[config.mk]
export PLATFORM = sky130hd
export DESIGN_NAME = posit_decode
export DESIGN_NICKNAME = d
export VERILOG_FILES = /design/src/rtl/posit_pkg.sv /design/src/rtl/posit_lzc.sv /design/src/rtl/posit_decode.sv
export SDC_FILE = /design/constraint.sdc
export NUM_CORES = 1
export LEC_CHECK = 0
export ABC_CLOCK_PERIOD_IN_PS = 15070
export BUFFER_PORTS_ARGS = -buffer_cell sky130_fd_sc_hd__buf_2
export CORE_MARGIN = 2
export CORE_UTILIZATION = 38
export DETAILED_ROUTE_END_ITERATION = 6
export GPL_TIMING_DRIVEN = 1
export PLACE_DENSITY = 0.65
export SLEW_MARGIN = 20
export SYNTH_ARGS = -nofsm -noshare
export SYNTH_HDL_FRONTEND = slang
export SYNTH_SLANG_ARGS = --single-unit
export TNS_END_PERCENT = 5
[constraint.sdc]
create_clock -name clk -period 15.07 [get_ports clk]
set_clock_uncertainty 0.05 [all_clocks]
set_input_delay 1.507 -clock clk [delete_from_list [all_inputs] [get_ports clk]]
set_output_delay 1.507 -clock clk [all_outputs]
set_load 0.01 [all_outputs]
[src/rtl/posit_pkg.sv]
// Shared posit definitions used by the decoder and the posit adder.
package posit_pkg;

  localparam int POSIT_N  = 32;
  localparam int POSIT_ES = 2;
  localparam int SCALE_W  = 8;
  localparam int FRAC_W   = POSIT_N - 4;
  localparam int RUN_W    = $clog2(POSIT_N);

  // Decoded posit: frac carries the hidden 1 in its MSB.
  typedef struct packed {
    logic               sign;
    logic [SCALE_W-1:0] scale;
    logic [FRAC_W-1:0]  frac;
    logic               zero;
    logic               inf;
  } posit_t;

endpackage

[src/rtl/posit_lzc.sv]
// Leading-run counter: number of bits from the MSB down that equal the MSB.
module posit_lzc
  import posit_pkg::*;
#(
  parameter int W  = POSIT_N - 1,
  parameter int CW = RUN_W
) (
  input  logic [W-1:0]  i_bits,
  output logic [CW-1:0] o_run
);

  logic [CW-1:0] w_cnt;
  logic          w_stop;

  // Walk down from the MSB, counting until the first bit that differs.
  always_comb begin
    w_cnt  = CW'(1);
    w_stop = 1'b0;
    for (int i = W - 2; i >= 0; i--) begin
      if (!w_stop) begin
        if (i_bits[i] == i_bits[W-1]) w_cnt = w_cnt + CW'(1);
        else                          w_stop = 1'b1;
      end
    end
  end

  assign o_run = w_cnt;

endmodule

[src/rtl/posit_decode.sv]
// Two-stage posit decoder: S1 takes magnitude and flags, S2 splits
// regime / exponent / fraction into sign, scale and hidden-bit significand.
module posit_decode
  import posit_pkg::*;
#(
  parameter int N  = POSIT_N,
  parameter int ES = POSIT_ES
) (
  input  logic               clk,
  input  logic               rst_n,
  input  logic               in_valid,
  input  logic [N-1:0]       in_data,
  output logic               in_ready,
  output logic               out_valid,
  input  logic               out_ready,
  output logic               out_sign,
  output logic [SCALE_W-1:0] out_scale,
  output logic [N-5:0]       out_frac,
  output logic               out_zero,
  output logic               out_inf
);

  logic           r_v1, r_v2;
  logic           r_s1_sign, r_s1_zero, r_s1_inf;
  logic [N-2:0]   r_s1_abs;
  posit_t         r_s2;
  posit_t         w_dec;

  logic           w_s2_en;
  logic [RUN_W-1:0] w_run;
  logic [RUN_W:0] w_shamt;
  logic [N-2:0]   w_body;
  logic [SCALE_W-1:0] w_k;
  logic           w_unused_ok;

  // S2 moves when empty or being drained; S1 moves when empty or S2 moves.
  assign w_s2_en  = !r_v2 || out_ready;
  assign in_ready = rst_n && (!r_v1 || w_s2_en);

  // S1: flags and magnitude; only the low N-1 bits of the magnitude matter
  // because the NaR case (the one with bit N-1 set) is handled by its flag.
  always_ff @(posedge clk) begin
    if (!rst_n) begin
      r_v1      <= 1'b0;
      r_s1_sign <= 1'b0;
      r_s1_zero <= 1'b0;
      r_s1_inf  <= 1'b0;
      r_s1_abs  <= '0;
    end else if (in_ready) begin
      r_v1 <= in_valid;
      if (in_valid) begin
        r_s1_sign <= in_data[N-1];
        r_s1_zero <= (in_data == '0);
        r_s1_inf  <= (in_data == {1'b1, {(N-1){1'b0}}});
        r_s1_abs  <= in_data[N-1] ? (~in_data[N-2:0] + 1'b1) : in_data[N-2:0];
      end
    end
  end

  posit_lzc #(.W(N - 1), .CW(RUN_W)) u_lzc (
    .i_bits (r_s1_abs),
    .o_run  (w_run)
  );

  // Shifting out regime plus terminator left-aligns exponent then fraction;
  // a run reaching bit 0 shifts everything out, leaving zeros.
  assign w_shamt = {1'b0, w_run} + (RUN_W + 1)'(1);
  assign w_body  = r_s1_abs << w_shamt;
  assign w_unused_ok = ^w_body[3-ES:0];

  // Field assembly; zero and NaR force all numeric fields to zero.
  always_comb begin
    w_dec = '0;
    w_k   = r_s1_abs[N-2] ? (SCALE_W'(w_run) - SCALE_W'(1)) : (-SCALE_W'(w_run));
    if (!(r_s1_zero || r_s1_inf)) begin
      w_dec.sign  = r_s1_sign;
      w_dec.scale = (w_k << ES) + SCALE_W'(w_body[N-2 -: ES]);
      w_dec.frac  = {1'b1, w_body[N-2-ES -: N-5]};
    end
    w_dec.zero = r_s1_zero;
    w_dec.inf  = r_s1_inf;
  end

  // S2: output register, held while the consumer stalls.
  always_ff @(posedge clk) begin
    if (!rst_n) begin
      r_v2 <= 1'b0;
      r_s2 <= '0;
    end else if (w_s2_en) begin
      r_v2 <= r_v1;
      if (r_v1) r_s2 <= w_dec;
    end
  end

  assign out_valid = r_v2;
  assign out_sign  = r_s2.sign;
  assign out_scale = r_s2.scale;
  assign out_frac  = r_s2.frac;
  assign out_zero  = r_s2.zero;
  assign out_inf   = r_s2.inf;

endmodule

==> results_dict.tcl <==
set metrics [dict create \
    rows 55 \
    clkSlewWorstSetupHoldPaths_ps 70 \
    critPathCaptureType "flip-flop" \
    layout_common_cells "nand2_1 (98), mux2i_1 (81), o21ai_0 (78)" \
    ys.warnings.count 0 \
    p_leak_uw 0.004074 \
    slew-limit-headroom_pct 27.14 \
    wl_mm 25.09 \
    drv_cap 0 \
    hpwlAfterDp_mm 19.01 \
    fillerInstances 2276 \
    final_common_cell "nand2_1" \
    drt.antenna.violating_nets 0 \
    die_w_um 156.4 \
    critPathBufInv 7 \
    grt_max_degree 69 \
    cp_common_cell "ha_1" \
    final.setup.tns_ps 0 \
    h-tree-depth 3 \
    core_um2 22710 \
    io_buffers 76 \
    ys_seq_elements 75 \
    cts.path.max_buffers 2 \
    ios 77 \
    slew_viol_final 0 \
    die_y_um 156.4 \
    first_pass_iters 5 \
    start_util_pct 38.88 \
    cts.sinks 75 \
    grt_util_all_layers_pct 19.89 \
    cp.arrival_ps 14400 \
    hold_path_class "reg2reg" \
    place_ws_ps 283.5 \
    syn_area_um2 8830 \
    nNetsFinal 1237 \
    max_stage_delay_ps 430 \
    grt_pass1_vias 7635 \
    antennaDiodeCount 0 \
    gp_congestion 0.9226 \
    ff_latch_area_um2 1509 \
    synth_edf_count 0 \
    syn-num-nets 1209 \
    whs_ps 423.9 \
    status "finished clean" \
    multi_input_area_um2 6957 \
    synthCells 1145 \
    layout_setup_ws_ps 861.2 \
    power.density_nw_per_um2 157.3 \
    die_area_um2 24470 \
    grt_pass1_wl_mm 39.60 \
    cpMaxStageDelayCell "dfxtp_4" \
    vias 8477 \
    ys.flop_type "dfxtp_1" \
    synth.distinct_cells 97 \
    gr-total-overflow 0 \
    finalHoldViolCount 0 \
    tightest_slew_ps 1093 \
    area_growth_pct 11.70 \
    cts_tree "built" \
    path_class "reg2reg" \
    ir_worst_vdd_mv 0.08202 \
    drc_errors 0 \
    fmax_mhz 70.38 \
    drt_iter0_markers 703 \
    postCtsHoldBufs 0 \
    detail_route.wl_per_cell_um 17.15 \
    fin_cells 1463 \
    required_ps 15260 \
    drive_above_1_share_pct 16.89 \
    clock_latency_ps 340 \
    setup_violations 0 \
    dp.cells 1439 \
    synthArstFlopShare_pct 0 \
    finalCritPeriodShare_pct 94.29 \
    path_max_fanout 22 \
    cts-buffers-inserted 9 \
    syn_avg_cell_area_um2 7.712 \
    antenna_found_initial 0 \
    ys_seq_area_share_pct 17.00 \
    vias_per_cell 5.794 \
    period_minus_slack_ps 14210 \
    critPathTopFamily "adder cells" \
    root_buffer "clkbuf_16" \
    start_kind "flip-flop" \
]
## logic make-up (layout without fill, tap and decap cells)
logic type | after synthesis | after routing | synth area share, %
and+or+nand+nor | 409 | 409 | 24.26
AOI/OAI and AO/OA | 304 | 304 | 23.51
buffers and inverters | 115 | 148 | 5.739
xor gates and xnor gates | 105 | 105 | 12.51
muxes | 105 | 105 | 12.54
DFF | 75 | 75 | 17.00
adders and majority gates | 32 | 32 | 4.435
## path summary, 6_finish.rpt
kind,startpoint,endpoint,slack (ps),cells past startpoint
worst max-delay path,r_s1_abs[30],out_frac[25],860,72
worst min-delay path,out_frac[12],out_frac[12],420,1
worst max register to register,r_s1_abs[30],out_frac[25],860,72
worst min register to register,out_frac[12],out_frac[12],420,1
## power breakdown
group          switching, µW  leakage [µW]  internal (µW)
Combinational            602       0.00330            465
Clock                   90.0      0.000155            135
Sequential              36.3      0.000616            224
Total                    728       0.00407            824
## stage by stage
stage / util [%] / total power (µW) / instance area, µm²
global route: 43.43 / 1661 / 9863
global placement: 41.02 / 1217 / 9316
floorplan: - / 1015 / 8830
CTS: 42.40 / 1451 / 9628
detailed placement: 41.02 / 1223 / 9316
finish: 43.43 / 1552 / 9863
## sequential cells by signal, indices dropped and copies added, names as in the netlist
signal	count
out_scale	8
out_inf	1
r_v1	1
out_valid	1
r_s1_inf	1
r_s1_abs	31
out_sign	1
r_s1_sign	1
out_zero	1
r_s1_zero	1
out_frac	28
## area by class of cell
cell class                 instances  area share, %
sequential                        75          15.30
multi-input combinational        955          70.53
inverter                          37          1.408
clock buffer                      10          2.423
clock inverter                     6         0.7358
tap                              285          3.615
timing repair buffer              95          5.988
## what timing repair did
| action | CTS | global route |
|---|---|---|
| setup endpoints to repair | 0 | 30 |
| gates resized for setup | 0 | 36 |
| setup buffers | 0 | 6 |
## routing by layer
metal | track usage [%] | up-vias | wire length [µm]
li1 | - | 4242 | -
met4 | 5.111 | 0 | 439
met2 | 32.60 | 224 | 11610
met3 | 2.908 | 33 | 1090
met5 | 0 | - | 0
met1 | 27.36 | 3978 | 11950
## cell usage after synthesis, types with 5 or more instances
master,count,area (µm²)
a32o_1,7,70.07
o221ai_1,10,87.58
o21ai_0,81,405.4
a21o_1,8,60.06
dfxtp_1,75,1501
o31ai_1,12,90.09
a21boi_0,7,52.55
mux2_2,11,123.9
o22ai_1,14,87.58
o211ai_1,5,37.54
nor2b_1,28,175.2
or3_1,26,162.7
o2bb2ai_1,6,52.55
nor2_1,71,266.5
buf_4,9,67.56
buf_1,7,26.28
clkbuf_1,49,183.9
inv_1,36,135.1
o21a_1,7,52.55
and2_1,15,93.84
ha_1,28,350.3
a21oi_1,46,230.2
a22o_1,23,201.4
xor2_1,49,429.2
or2_2,11,68.82
nand3_1,57,285.3
nor3_1,28,140.1
nand4_1,7,43.79
buf_2,7,35.03
a211oi_1,13,97.59
and3_1,13,81.33
nand2b_1,21,131.4
a22oi_1,9,67.56
nand2_1,99,371.6
mux2i_1,87,870.8
xnor2_1,41,359.1
a31oi_1,5,31.28
o21ai_1,11,55.05
Power figures use the tool's default switching activity.
